[src/rtl/cnn_frame_sequencer_if.sv]
// Frame-sequencer bus: start/status, frame-buffer read port,
// CNN datapath pixel stream and classification result.
interface cnn_frame_sequencer_if #(
  parameter int DATA_BITS = 8,
  parameter int ADDR_BITS = 10
);
  logic                 start;
  logic                 busy;
  logic                 done;
  logic                 mem_rd;
  logic [ADDR_BITS-1:0] mem_addr;
  logic [DATA_BITS-1:0] mem_rdata;
  logic                 pix_val;
  logic [DATA_BITS-1:0] pix_data;
  logic                 cnn_out_val;
  logic [3:0]           cnn_decision;
  logic [3:0]           result;
  logic                 result_err;

  modport master (
    output start,
    output mem_rdata,
    output cnn_out_val,
    output cnn_decision,
    input  busy,
    input  done,
    input  mem_rd,
    input  mem_addr,
    input  pix_val,
    input  pix_data,
    input  result,
    input  result_err
  );

  modport slave (
    input  start,
    input  mem_rdata,
    input  cnn_out_val,
    input  cnn_decision,
    output busy,
    output done,
    output mem_rd,
    output mem_addr,
    output pix_val,
    output pix_data,
    output result,
    output result_err
  );
endinterface

[src/rtl/cnn_frame_sequencer.sv]
// Streams one frame from the buffer into the CNN and latches its class.
// Define CNN_SEQ_TIMEOUT_EN to bound the decision wait (result 4'hF).
module cnn_frame_sequencer #(
  parameter int IMG_PIXELS     = 784,
  parameter int DATA_BITS      = 8,
  parameter int ADDR_BITS      = 10,
  parameter int TIMEOUT_CYCLES = 4096
) (
  input logic clk,
  input logic rst_n,
  cnn_frame_sequencer_if.slave bus
);

  typedef enum logic [2:0] {
    IDLE,
    STREAM,
    DRAIN,
    WAIT,
    DONE
  } state_t;

  localparam logic [ADDR_BITS-1:0] LAST =
    ADDR_BITS'(IMG_PIXELS - 1);

  state_t               state;
  logic                 busy_q;
  logic                 done_q;
  logic                 mem_rd_q;
  logic [ADDR_BITS-1:0] mem_addr_q;
  logic                 pix_val_q;
  logic [DATA_BITS-1:0] pix_data_q;
  logic [3:0]           result_q;

`ifdef CNN_SEQ_TIMEOUT_EN
  localparam int TW = $clog2(TIMEOUT_CYCLES + 1);
  localparam logic [TW-1:0] TLAST =
    TW'(TIMEOUT_CYCLES - 1);

  logic          err_q;
  logic [TW-1:0] tcnt;
`endif

  always_ff @(posedge clk) begin
    if (!rst_n) begin
      state      <= IDLE;
      busy_q     <= 1'b0;
      done_q     <= 1'b0;
      mem_rd_q   <= 1'b0;
      mem_addr_q <= '0;
      pix_val_q  <= 1'b0;
      pix_data_q <= '0;
      result_q   <= 4'h0;
`ifdef CNN_SEQ_TIMEOUT_EN
      err_q      <= 1'b0;
      tcnt       <= '0;
`endif
    end else begin
      pix_val_q  <= mem_rd_q;
      pix_data_q <= bus.mem_rdata;
      done_q     <= 1'b0;
      unique case (state)
        IDLE: begin
          if (bus.start) begin
            state  <= STREAM;
            busy_q <= 1'b1;
          end
        end
        // first STREAM cycle arms the read port at address 0
        STREAM: begin
          if (!mem_rd_q) begin
            mem_rd_q   <= 1'b1;
            mem_addr_q <= '0;
          end else if (mem_addr_q == LAST) begin
            mem_rd_q <= 1'b0;
            state    <= DRAIN;
          end else begin
            mem_addr_q <= mem_addr_q + 1'b1;
          end
        end
        DRAIN: begin
          state <= WAIT;
`ifdef CNN_SEQ_TIMEOUT_EN
          tcnt  <= '0;
`endif
        end
        WAIT: begin
          if (bus.cnn_out_val) begin
            result_q <= bus.cnn_decision;
            state    <= DONE;
            done_q   <= 1'b1;
`ifdef CNN_SEQ_TIMEOUT_EN
            err_q    <= 1'b0;
          end else if (tcnt == TLAST) begin
            result_q <= 4'hF;
            err_q    <= 1'b1;
            state    <= DONE;
            done_q   <= 1'b1;
          end else begin
            tcnt <= tcnt + 1'b1;
`endif
          end
        end
        DONE: begin
          state  <= IDLE;
          busy_q <= 1'b0;
        end
        default: begin
          state  <= IDLE;
          busy_q <= 1'b0;
        end
      endcase
    end
  end

  assign bus.busy     = busy_q;
  assign bus.done     = done_q;
  assign bus.mem_rd   = mem_rd_q;
  assign bus.mem_addr = mem_addr_q;
  assign bus.pix_val  = pix_val_q;
  assign bus.pix_data = pix_data_q;
  assign bus.result   = result_q;
`ifdef CNN_SEQ_TIMEOUT_EN
  assign bus.result_err = err_q;
`else
  assign bus.result_err = 1'b0;
`endif

endmodule

[src/flat_wrapper.sv]
// flat-port wrapper written by rule: the top's interface ports become plain ports
module cnn_frame_sequencer_flat 
#(
  parameter int IMG_PIXELS     = 784,
  parameter int DATA_BITS      = 8,
  parameter int ADDR_BITS      = 10,
  parameter int TIMEOUT_CYCLES = 4096
)
  (clk, rst_n, bus_start, bus_mem_rdata, bus_cnn_out_val, bus_cnn_decision, bus_busy, bus_done, bus_mem_rd, bus_mem_addr, bus_pix_val, bus_pix_data, bus_result, bus_result_err);
  cnn_frame_sequencer_if #(.DATA_BITS(DATA_BITS), .ADDR_BITS(ADDR_BITS)) bus_i ();
  input logic clk;
  input logic rst_n;
  input wire logic [$bits(bus_i.start)-1:0] bus_start;
  input wire logic [$bits(bus_i.mem_rdata)-1:0] bus_mem_rdata;
  input wire logic [$bits(bus_i.cnn_out_val)-1:0] bus_cnn_out_val;
  input wire logic [$bits(bus_i.cnn_decision)-1:0] bus_cnn_decision;
  output wire logic [$bits(bus_i.busy)-1:0] bus_busy;
  output wire logic [$bits(bus_i.done)-1:0] bus_done;
  output wire logic [$bits(bus_i.mem_rd)-1:0] bus_mem_rd;
  output wire logic [$bits(bus_i.mem_addr)-1:0] bus_mem_addr;
  output wire logic [$bits(bus_i.pix_val)-1:0] bus_pix_val;
  output wire logic [$bits(bus_i.pix_data)-1:0] bus_pix_data;
  output wire logic [$bits(bus_i.result)-1:0] bus_result;
  output wire logic [$bits(bus_i.result_err)-1:0] bus_result_err;
  assign bus_i.start = bus_start;
  assign bus_i.mem_rdata = bus_mem_rdata;
  assign bus_i.cnn_out_val = bus_cnn_out_val;
  assign bus_i.cnn_decision = bus_cnn_decision;
  assign bus_busy = bus_i.busy;
  assign bus_done = bus_i.done;
  assign bus_mem_rd = bus_i.mem_rd;
  assign bus_mem_addr = bus_i.mem_addr;
  assign bus_pix_val = bus_i.pix_val;
  assign bus_pix_data = bus_i.pix_data;
  assign bus_result = bus_i.result;
  assign bus_result_err = bus_i.result_err;
  cnn_frame_sequencer #(.IMG_PIXELS(IMG_PIXELS), .DATA_BITS(DATA_BITS), .ADDR_BITS(ADDR_BITS), .TIMEOUT_CYCLES(TIMEOUT_CYCLES)) u_core (.clk(clk), .rst_n(rst_n), .bus(bus_i));
endmodule
[config.mk]
export PLATFORM = sky130hd
export DESIGN_NAME = cnn_frame_sequencer_flat
export DESIGN_NICKNAME = d
export VERILOG_FILES = /design/src/rtl/cnn_frame_sequencer_if.sv /design/src/rtl/cnn_frame_sequencer.sv /design/src/flat_wrapper.sv
export SDC_FILE = /design/constraint.sdc
export NUM_CORES = 1
export LEC_CHECK = 0
export CAP_MARGIN = 10
export CORE_MARGIN = 10
export CORE_UTILIZATION = 46
export DETAILED_ROUTE_END_ITERATION = 12
export PLACE_DENSITY_LB_ADDON = 0.15
export SLEW_MARGIN = 20
export SYNTH_ARGS = -nofsm -noshare
export SYNTH_HDL_FRONTEND = slang
export SYNTH_SLANG_ARGS = --single-unit
export TNS_END_PERCENT = 1
[constraint.sdc]
create_clock -name clk -period 3.4 [get_ports clk]
set_input_delay 0.51 -clock clk [delete_from_list [all_inputs] [get_ports clk]]
set_output_delay 0.51 -clock clk [all_outputs]
set_load 0.005 [all_outputs]
Yosys cells after proc, flatten, opt, wreduce, memory -nomap -nowiden
Index checks and enable logic that the tools add are counted.

Word-level logic and storage cells: 38. Register bits after elaboration: 29. Input port bits: 16.

Bitwise gates (word level): 1. Reductions and logical operators: 7. Mux-type cells: 12. $add $sub $neg: 1. Equality and inequality tests: 9.

Operator list (number): $mux 10 (2); $mux 3 (4); $pmux 3 s4 (1); $add 10x1->10 const B (1); $eq 10x10->1 const B (1); $reduce_and 2->1 (4); $eq 3x2->1 const B (2); $ne 2x2->1 const B (3); $mux 1 (4); $ne 2x1->1 const B (2); $reduce_and 4->1 (1); $eq 3x1->1 const B (1); $logic_not 3->1 (1); $reduce_or 3->1 (1); $pmux 1 s2 (1); $not 1->1 (1).

Logic depth before layout (Yosys ltp)
Gate-level depths: netlist (run 1).

Word-level depth: 4. Mapped depth: 6.

Worst setup path before layout (run 1)
No wires, ideal clock.

Kind: register to register. Start: register u_core.mem_addr_q[3] (netlist: u_core.bus.mem_addr[3]). End: register u_core.mem_addr_q[3] (netlist: u_core.bus.mem_addr[3]). Stages on the path, launching flop included: 5. Library setup time: 126 ps. Required time: 3274 ps. Path buffers: 0. Data arrival time: 1424 ps. Setup slack: 1850 ps. Cell sequence: dfxtp_1 > or4b_4 > o31ai_4 > or3_2 > a21oi_1.

Cells in the longest elaborated chain, start to end: 3. Elaborated cells between the ends (all ways): 6. Those cells by class: add/sub: 1; eq/ne: 2; mux: 2; reduce/logical: 1.

RTL lines: from (decl) (RTL line cnn_frame_sequencer.sv:29) `logic [ADDR_BITS-1:0] mem_addr_q;`; from (signal assigned) (RTL line cnn_frame_sequencer.sv:77) `mem_addr_q <= mem_addr_q + 1'b1;`; $add 10x1->10 / $eq 10x10->1 (equally long branches) (RTL line cnn_frame_sequencer.sv:77, cnn_frame_sequencer.sv:73); $mux 10 / $ne 2x2->1 (equally long branches); $mux 10 / $reduce_and 2->1 (equally long branches).

Parallel ways exist; a longest one is shown, timed or not. The select of a mux whose other input is x is not followed. A chain may end at the register's enable or synchronous reset.

Worst setup path in the final report (run 1)
Start: register u_core.mem_rd_q (netlist: u_core.bus.mem_rd). End: output bus_mem_rd.

RTL lines: from (decl) (RTL line cnn_frame_sequencer.sv:28) `logic mem_rd_q;`; from (signal assigned) (RTL line cnn_frame_sequencer.sv:48) `mem_rd_q <= 1'b0;`; from (signal assigned) (RTL line cnn_frame_sequencer.sv:71) `mem_rd_q <= 1'b1;`; from (signal assigned) (RTL line cnn_frame_sequencer.sv:74) `mem_rd_q <= 1'b0;`; to (decl) (RTL line flat_wrapper.sv:19) `output wire logic [$bits(bus_i.mem_rd)-1:0] bus_mem_rd;`.

No word-level cell between the ends.

==> results of run 1 <==
flip-flops by register name, indices dropped and copies added, names as in the netlist:
name                 count
u_core.bus.done          1
u_core.bus.busy          1
u_core.bus.mem_addr     10
u_core.bus.result        4
u_core.bus.pix_data      8
u_core.bus.mem_rd        1
u_core.state             3
u_core.bus.pix_val       1
routing by layer:
layer / global-route usage / routed length, um
met2: 0.172 / 1310
met5: 0 / 0
met1: 0.123 / 1090
met4: 0.0461 / 43
met3: 0.0876 / 282
layout make-up:
class | count | area (sq um)
sequential | 29 | 581
multi-input combinational | 82 | 533
tap | 30 | 37.5
clock buffer | 7 | 55.1
timing repair buffer | 41 | 410
inverter | 3 | 11.3
fill | 213 | 805
how the worst max path moves through the flow:
stage                                        start                                  end  slack (ns)
3_3_place_gp                                 rst_n  u_core.bus.mem_addr[7]$_SDFFE_PN0P_        1.49
5_1_grt             u_core.bus.mem_rd$_SDFFE_PN0P_                           bus_mem_rd        1.42
2_1_floorplan  u_core.bus.mem_addr[3]$_SDFFE_PN0P_  u_core.bus.mem_addr[3]$_SDFFE_PN0P_        1.85
6_report            u_core.bus.mem_rd$_SDFFE_PN0P_                           bus_mem_rd        1.51
3_5_place_dp                                 rst_n       u_core.bus.mem_rd$_SDFFE_PN0P_        1.45
4_1_cts             u_core.bus.mem_rd$_SDFFE_PN0P_                           bus_mem_rd        1.48
cell families after synthesis:
kind of cell | count (synthesis)
compound gates | 22
xor+xnor | 3
fa+ha+maj | 1
buf+inv | 8
flops | 29
mux | 4
other cells | 1
simple gates | 51
placed cells by master (no fill, tap or decap):
| cell | n |
|---|---|
| clkdlybuf4s50_1 | 41 |
| dfxtp_1 | 29 |
| nor2_1 | 14 |
| and2_1 | 9 |
| a21oi_1 | 8 |
| nand3_1 | 6 |
| nand2_1 | 6 |
| clkbuf_4 | 5 |
| mux2i_1 | 4 |
| o21a_1 | 3 |
| nor4_1 | 3 |
| o21ai_0 | 3 |
| nor3_1 | 3 |
| nand4b_1 | 2 |
| xnor2_1 | 2 |
| inv_1 | 2 |
| nand4_1 | 1 |
| or3b_1 | 1 |
| or4b_4 | 1 |
| nor3b_2 | 1 |
| o31ai_4 | 1 |
| clkinv_1 | 1 |
| o21ai_4 | 1 |
| a211oi_1 | 1 |
| a31o_1 | 1 |
| o21ai_1 | 1 |
| or3_2 | 1 |
| xor2_1 | 1 |
| nand2b_1 | 1 |
| a32o_1 | 1 |
| o311ai_0 | 1 |
| nor4_2 | 1 |
| nor3b_1 | 1 |
| a21o_1 | 1 |
| ha_1 | 1 |
| conb_1 | 1 |
| clkbuf_1 | 1 |
| clkbuf_8 | 1 |
stage by stage:
stage	hold slack (ns)	area (sq um)	cells	setup slack [ns]	utilization
2_1_floorplan	0.460	1160	119	1.85	-
3_3_place_gp	0.469	1570	185	1.49	0.647
3_5_place_dp	0.470	1570	185	1.45	0.647
4_1_cts	0.488	1630	192	1.48	0.669
5_1_grt	0.531	1630	192	1.42	0.669
6_report	0.483	1630	192	1.51	0.669
report_power, final:
part           switching, mW  internal, mW
combinational         0.0236        0.0382
sequential           0.00702         0.349
clock                  0.109        0.0974
total                  0.140         0.484
==> metrics.csv, run 1 <==
metric;value;unit
htreeDepth;2;
max-vdd-ir-drop;0.390;mV
crit_chain;clkdlybuf4s50_1;
cts_resized;0;
via_per_inst;5.04;
synth_cells;119;
synthAdderAreaFrac;0.0108;
p_leak;0.607;nW
yosys.area_share.simple;0.248;
hold_buffers;0;
period_share;0.557;
routed_wl;2730;um
ios;43;
worst_path_dominant_cell_family;buffers and inverters;
synthTopCellsByArea;dfxtp_1, and2_1, nor2_1;
grt_use_total;0.116;
wire_per_inst;14.2;um
die_h;70.2;um
rows;18;
antenna_found_initial;0;
io_buffer_count;41;
hold_viol;0;
reg2reg_depth;4;
seq_area_frac_synth;0.501;
post-route-min-period;1.89;ns
timing.rr.start;u_core.state[0]$_SDFFE_PN0P_;
end_kind;output port;
reg2reg_slack;1.67;ns
fin_skew;0.00722;ns
timing.critical_path.fanout_max;8;
detail-route-antenna-nets;0;
setup_tns;0;ns
fp.coreArea;2430;sq um
grt_max_degree;15;
synth-xor-area-share;0.0227;
finalMaxSlewViolations;0;
holdCritStartpoint;u_core.bus.busy$_SDFFE_PN0P_;
hold_path_end;u_core.bus.busy$_SDFFE_PN0P_;
syn_avg_cell_area;9.75;sq um
p_per_area;383;nW/um^2
diodes;0;
clock_sinks;29;
setup_viol;0;
critical_path_class;reg2out;
layout-drive-gt1-share;0.0741;
grt-ovfl-total;0;
finalWeightedCongestion;0.791;
postCtsSetupBuffers;0;
chipWidth;70.2;um
synth_ff_type;dfxtp_1;
synth_seq_cells;29;
cp_num_cells;1;
cts_buffer_depth;2;
cp_data_required_time;2.89;ns
initial_core_util;0.477;
synth_top_area_share;0.501;
tritoncts;built;
dpl.hpwl;2090;um
insertion_delay;0.32;ns
worstSetupStartpointType;flop;
vias;968;
grt_pass1_wl;4640;um
yosys.area.top_type;dfxtp_1;
max_freq;529;MHz
drc;0;
grt_pass1_vias;965;
synthArstFlopShare;0;
slowest_delay;0.57;ns
hold_path_depth;2;
drt_pre_antenna_iters;4;
cp_num_buf_inv;1;
syn_nets;136;
synth_cell_types;38;
yosysWarnings;0;
yosysMostFrequentCell;dfxtp_1;
hold_path.class;reg2reg;
syn_area;1160;sq um
drv_cap;0;
worst_r2r_endpoint;u_core.bus.mem_addr[4]$_SDFFE_PN0P_;
synth_top_family_by_area;simple AND/OR/NAND/NOR gates;
synth-edff-count;0;
die_area;4930;sq um
critPathSlowestCell;clkdlybuf4s50_1;
critPathArrivalTime;1.38;ns
cts.reportedPaths.clkPinSlew;0.08;ns
total_power;624;uW
cts_buffers;5;
fin_nets;179;
rsz0062_at_grt;no;
status;finished, final reports clean;
syn_to_final_growth;40.3;%
drt-initial-drc-count;63;
synthTopCellsByCount;dfxtp_1, nor2_1, and2_1;
synth_compound_area_frac;0.140;
synthMuxAreaShare;0.0345;
cts_root_buffer;clkbuf_4;
Power figures use the tool's default switching activity.
==> run 2, diff against run 1 <==
CORE_UTILIZATION = 39   (was 46)
clock period = 1.52 ns   (was 3.4 ns; I/O delays follow)
==> run 2 against run 1 <==
Effect of this change:
- the flow now finishes with violations (setup timing)
- critical path depth grew 3
- via count grew 8.6%
- combinational power grew to 2.7 times the previous value
- core utilization shrank 3.9 points
- routed wire length grew 18%
- register-to-register slack lost 1.7 ns
- highest routed layer unchanged
==> metrics.csv, run 2 (synthesized netlist as in run 1, its figures left out) <==
metric;value;unit;change
crit_chain;or4b_4 > o31ai_4 > xor2_1 > nor2_1;;was clkdlybuf4s50_1
p_per_area;804;nW/um^2;was 383 nW/um^2
die_h;74.5;um;was 70.2 um
rsz0062_at_grt;yes;;was no
grt_max_degree;10;;was 15
vias;1051;;was 968
routed_wl;3210;um;was 2730 um
final_area;1770;sq um;was 1630 sq um
worstSetupStartpointType;flop;;unchanged
reg2reg_depth;4;;unchanged
critical_path_class;reg2reg;;was reg2out
max_freq;628;MHz;
cts.reportedPaths.clkPinSlew;0.08;ns;about the same
drt_pre_antenna_iters;4;;unchanged
drt-initial-drc-count;39;;was 63
ios;43;;unchanged
io_buffer_count;41;;unchanged
insertion_delay;0.33;ns;was 0.32 ns
post-route-min-period;1.59;ns;
fin_skew;0.00283;ns;was 0.00722 ns
fin_nets;196;;was 179
chipWidth;74.5;um;was 70.2 um
die_area;5560;sq um;was 4930 sq um
setup_tns;-0.195;ns;was 0 ns
syn_to_final_growth;52.5;%;was 40.3%
p_clk_frac;0.331;;about the same
grt_use_total;0.127;;was 0.116
detail-route-antenna-nets;0;;unchanged
place_inst;203;;was 185
end_kind;flop;;was output port
cp_num_buf_inv;0;;was 1
layout.area.seq;586;sq um;was 581 sq um
htreeDepth;2;;unchanged
total_power;1.42;mW;was 624 uW
slowest_delay;0.57;ns;about the same
final_cells;210;;was 192
layout-drive-gt1-share;0.196;;was 0.0741
utilization;0.631;;was 0.669
hold_path_depth;2;;unchanged
layout_common_cells;clkdlybuf4s50_1, dfxtp_1, buf_4, nor2_1, and2_1;;was clkdlybuf4s50_1, dfxtp_1, nor2_1, and2_1, a21oi_1
postCtsSetupBuffers;0;;unchanged
grt-ovfl-total;0;;unchanged
critPathSlowestCell;or4b_4;;was clkdlybuf4s50_1
hold_ws;0.480;ns;was 0.483 ns
largest_reg_flops;10;;unchanged
initial_core_util;0.413;;was 0.477
wire_per_inst;15.3;um;was 14.2 um
cp_num_cells;4;;was 1
cts_buffers;5;;unchanged
cp_data_required_time;1.74;ns;was 2.89 ns
mostFrequentLayoutCell;clkdlybuf4s50_1;;unchanged
dpl.hpwl;2530;um;was 2090 um
grt_pass1_wl;5270;um;was 4640 um
grt_pass1_vias;1111;;was 965
timing.rr.start;u_core.bus.mem_addr[4]$_SDFFE_PN0P_;;was u_core.state[0]$_SDFFE_PN0P_
diodes;0;;unchanged
setup_viol;6;;was 0
max-vdd-ir-drop;0.527;mV;was 0.390 mV
swShare;0.229;;was 0.224
critPathArrivalTime;1.81;ns;was 1.38 ns
timing.critical_path.fanout_max;7;;was 8
clock_sinks;29;;unchanged
startpoint;u_core.bus.mem_addr[4]$_SDFFE_PN0P_;;was u_core.bus.mem_rd$_SDFFE_PN0P_
period_share;1.05;;
holdCritStartpoint;bus_mem_rdata[1];;was u_core.bus.busy$_SDFFE_PN0P_
finalWeightedCongestion;0.843;;was 0.791
antenna_found_initial;0;;unchanged
fillers;244;;was 213
netSwitchingPower;325;uW;was 140 uW
hold_viol;0;;unchanged
status;finished with violations;;was finished, final reports clean
finalMaxSlewViolations;0;;unchanged
tritoncts;built;;unchanged
post_dp_cell_area;1700;sq um;was 1570 sq um
rows;19;;was 18
place_ws;-0.0490;ns;was 1.45 ns
cts_root_buffer;clkbuf_4;;unchanged
hold_path.class;in2reg;;was reg2reg
p_int;1.10;mW;was 484 uW
pwr-share-comb;0.116;;was 0.099
fp.coreArea;2810;sq um;was 2430 sq um
drc;0;;unchanged
cts_buffer_depth;2;;unchanged
violations;setup timing;;
layout_setup_ws;-0.0715;ns;was 1.51 ns
worst_path_dominant_cell_family;simple AND/OR/NAND/NOR gates;;was buffers and inverters
via_per_inst;5.00;;was 5.04
p_leak;0.744;nW;was 0.607 nW
seqPwrFrac;0.553;;was 0.570
multi_input_area;542;sq um;was 533 sq um
drv_cap;0;;unchanged
-- run 2: cell types whose count changed in the layout (fill, tap and decap cells not counted), sizes merged --
| cell | before | now |
|---|---|---|
| clkdlybuf4s50 | 41 | 34 |
| dlymetal6s2s | 0 | 1 |
| dlygate4sd2 | 0 | 6 |
| buf | 0 | 17 |
-- run 2: layer usage --
layer	share of wire	global-route usage	wire length (um)	vias to the layer above
met5	0	0	0	-
met4	0.027	0.0651	87	0
met3	0.10	0.0718	333	10
met2	0.43	0.188	1390	49
met1	0.44	0.142	1400	461
li1	-	-	-	531
-- run 2: worst paths after layout --
| kind | end | slack [ns] |
|---|---|---|
| max | u_core.bus.mem_addr[0]$_SDFFE_PN0P_ | -0.07 |
| min | u_core.bus.pix_data[1]$_SDFF_PN0_ | 0.48 |
| max reg2reg | u_core.bus.mem_addr[0]$_SDFFE_PN0P_ | -0.07 |
| min reg2reg | u_core.bus.busy$_SDFFE_PN0P_ | 0.49 |
-- run 2: area by class of cell --
cell class | count | area share
Sequential cell | 29 | 0.331
Inverter | 3 | 0.00636
Tap cell | 31 | 0.0219
Multi-Input combinational cell | 82 | 0.306
Timing Repair Buffer | 58 | 0.303
Clock buffer | 7 | 0.0311
-- run 2: what timing repair did --
item	4_1_cts	5_1_grt
gates resized for setup	10	4
endpoints found under the setup margin	17	13
hold buffers	0	0
pin swaps	1	0
hold endpoints to repair	0	0
-- run 2: power by group through the flow --
stage,sequential [mW],combinational (mW),clock (mW)
after floorplan,0.812,0.0568,0
after global placement,0.805,0.163,0
after detailed placement,0.806,0.166,0
after CTS,0.788,0.167,0.487
after global routing,0.791,0.181,0.522
final,0.788,0.165,0.471
==> run 3, diff against run 2 <==
TNS_END_PERCENT = 30   (was 1)
==> run 3 against run 2 <==
Effect of this change:
- the run still ends with setup timing left
- routed wire length shrank 0.59%
- critical path depth unchanged
- worst setup slack worse by 0.0016 ns
- combinational power hardly changed
- sequential power about the same
- clock-buffer cell count unchanged
- non-clock buffer count unchanged
- first-iteration DRC count is 7.7% lower
- clock skew is essentially flat
- flip-flop and latch count unchanged
- clock power hardly changed
- global-route usage stayed put
==> metrics.csv, run 3 (synthesized netlist as in run 1, its figures left out) <==
metric;value;unit;change
status;finished with violations;;unchanged
violations;setup timing;;unchanged
clock_sinks;29;;unchanged
rows;19;;unchanged
fin_skew;0.00246;ns;was 0.00283 ns
end_kind;flop;;unchanged
hold_viol;0;;unchanged
p_int;1.10;mW;about the same
cts_buffers;5;;unchanged
detail-route-antenna-nets;0;;unchanged
max-vdd-ir-drop;0.526;mV;was 0.527 mV
die_area;5560;sq um;unchanged
dpl.hpwl;2530;um;unchanged
critPathArrivalTime;1.81;ns;about the same
cp_num_cells;4;;unchanged
hold_path.class;in2reg;;unchanged
initial_core_util;0.413;;unchanged
slowest_delay;0.57;ns;about the same
worst_path_dominant_cell_family;simple AND/OR/NAND/NOR gates;;unchanged
holdCritStartpoint;bus_mem_rdata[1];;unchanged
via_per_inst;5.05;;was 5.00
grt_pass1_vias;1113;;was 1111
io_buffer_count;41;;unchanged
fillers;244;;unchanged
drc;0;;unchanged
reg2reg_slack;-0.07;ns;about the same
ios;43;;unchanged
postCtsSetupBuffers;0;;unchanged
vias;1061;;was 1051
cts_buffer_depth;2;;unchanged
timing.critical_path.fanout_max;7;;unchanged
timing.rr.start;u_core.bus.mem_addr[4]$_SDFFE_PN0P_;;unchanged
worst_r2r_endpoint;u_core.bus.mem_addr[0]$_SDFFE_PN0P_;;unchanged
setup_viol;6;;unchanged
hold_path_depth;2;;unchanged
period_share;1.05;;about the same
largest_reg_flops;10;;unchanged
place_ws;-0.0490;ns;unchanged
layout_common_cells;clkdlybuf4s50_1, dfxtp_1, buf_4, nor2_1, and2_1;;unchanged
cp_num_buf_inv;0;;unchanged
chipWidth;74.5;um;unchanged
cp_data_required_time;1.74;ns;about the same
grt_max_degree;10;;unchanged
netSwitchingPower;324;uW;was 325 uW
htreeDepth;2;;unchanged
fp.coreArea;2810;sq um;unchanged
max_freq;628;MHz;about the same
hold_buffers;0;;unchanged
antenna_found_initial;0;;unchanged
fin_nets;196;;unchanged
die_h;74.5;um;unchanged
cts_root_buffer;clkbuf_4;;unchanged
cts.reportedPaths.clkPinSlew;0.08;ns;about the same
hold_path_end;u_core.bus.pix_data[1]$_SDFF_PN0_;;unchanged
seqPwrFrac;0.554;;was 0.553
mostFrequentLayoutCell;clkdlybuf4s50_1;;unchanged
drt_pre_antenna_iters;4;;unchanged
insertion_delay;0.33;ns;about the same
post-route-min-period;1.59;ns;about the same
diodes;0;;unchanged
wire_per_inst;15.2;um;was 15.3 um
rsz0062_at_grt;yes;;unchanged
swShare;0.228;;was 0.229
reg2reg_depth;4;;unchanged
critical_path_class;reg2reg;;unchanged
total_power;1.42;mW;about the same
routed_wl;3190;um;was 3210 um
finalWeightedCongestion;0.843;;unchanged
pwr-share-comb;0.116;;about the same
multi_input_area;542;sq um;unchanged
critPathSlowestCell;or4b_4;;unchanged
drv_cap;0;;unchanged
p_clk_frac;0.330;;was 0.331
grt_use_total;0.127;;unchanged
layout_setup_ws;-0.0731;ns;was -0.0715 ns
finalMaxSlewViolations;0;;unchanged
grt_pass1_wl;5270;um;unchanged
crit_chain;or4b_4 > o31ai_4 > xor2_1 > nor2_1;;unchanged
syn_to_final_growth;52.5;%;unchanged
grt-ovfl-total;0;;unchanged
drt-initial-drc-count;36;;was 39
p_leak;0.744;nW;unchanged
tritoncts;built;;unchanged
layout-drive-gt1-share;0.196;;unchanged
layout.area.seq;586;sq um;unchanged
worstSetupStartpointType;flop;;unchanged
p_per_area;803;nW/um^2;was 804 nW/um^2
## run 3: worst max path at each step
stage / start / endpoint / slack (ns)
floorplan: u_core.bus.mem_addr[3]$_SDFFE_PN0P_ / u_core.bus.mem_addr[3]$_SDFFE_PN0P_ / -0.03
finish: u_core.bus.mem_addr[4]$_SDFFE_PN0P_ / u_core.bus.mem_addr[0]$_SDFFE_PN0P_ / -0.07
detailed placement: u_core.bus.mem_addr[4]$_SDFFE_PN0P_ / u_core.bus.mem_addr[0]$_SDFFE_PN0P_ / -0.05
global route: u_core.bus.mem_addr[4]$_SDFFE_PN0P_ / u_core.bus.mem_addr[0]$_SDFFE_PN0P_ / -0.13
global placement: u_core.bus.mem_addr[4]$_SDFFE_PN0P_ / u_core.bus.mem_addr[8]$_SDFFE_PN0P_ / 0.01
CTS: u_core.bus.mem_addr[4]$_SDFFE_PN0P_ / u_core.bus.mem_addr[0]$_SDFFE_PN0P_ / -0.06
## run 3: area by class of cell
type / count / share of cell area
well taps: 31 / 0.0219
multi-input cells: 82 / 0.306
repair buffers: 58 / 0.303
inverters: 3 / 0.00636
flip-flops and latches: 29 / 0.331
clock buffers: 7 / 0.0311
## run 3: worst register-to-register path, delay by kind of cell (launching register included)
family / cells / cell delay [ns]
compound gates: 1 / 0.32
xor+xnor: 1 / 0.20
flops: 1 / 0.33
simple gates: 2 / 0.63
## run 3: timing repair
action	CTS	global route
gates resized for setup	10	4
endpoints found under the setup margin	17	13
pin swaps	1	0
endpoints found under the hold margin	0	0
## run 3: power by group through the flow
| stage | combinational, mW | clock [mW] | sequential [mW] |
|---|---|---|---|
| after CTS | 0.167 | 0.487 | 0.788 |
| after detailed placement | 0.166 | 0 | 0.806 |
| final | 0.165 | 0.469 | 0.788 |
| after global routing | 0.181 | 0.522 | 0.791 |
| after global placement | 0.163 | 0 | 0.805 |
| after floorplan | 0.0568 | 0 | 0.812 |
## run 3: routing by layer
layer,GRT usage,up-vias,share of wire
met3,0.0718,9,0.10
met5,0,-,0
met4,0.0651,0,0.028
met1,0.142,474,0.43
li1,-,533,-
met2,0.188,45,0.44
## run 3: through the flow
step	utilization	instance area [sq um]	hold slack (ns)	std cells	TNS, ns
2_1_floorplan	-	1160	0.355	119	-0.0642
3_3_place_gp	0.607	1700	0.458	203	0
3_5_place_dp	0.607	1700	0.479	203	-0.132
4_1_cts	0.627	1760	0.470	210	-0.346
5_1_grt	0.631	1770	0.462	210	-0.701
6_report	0.631	1770	0.480	210	-0.196
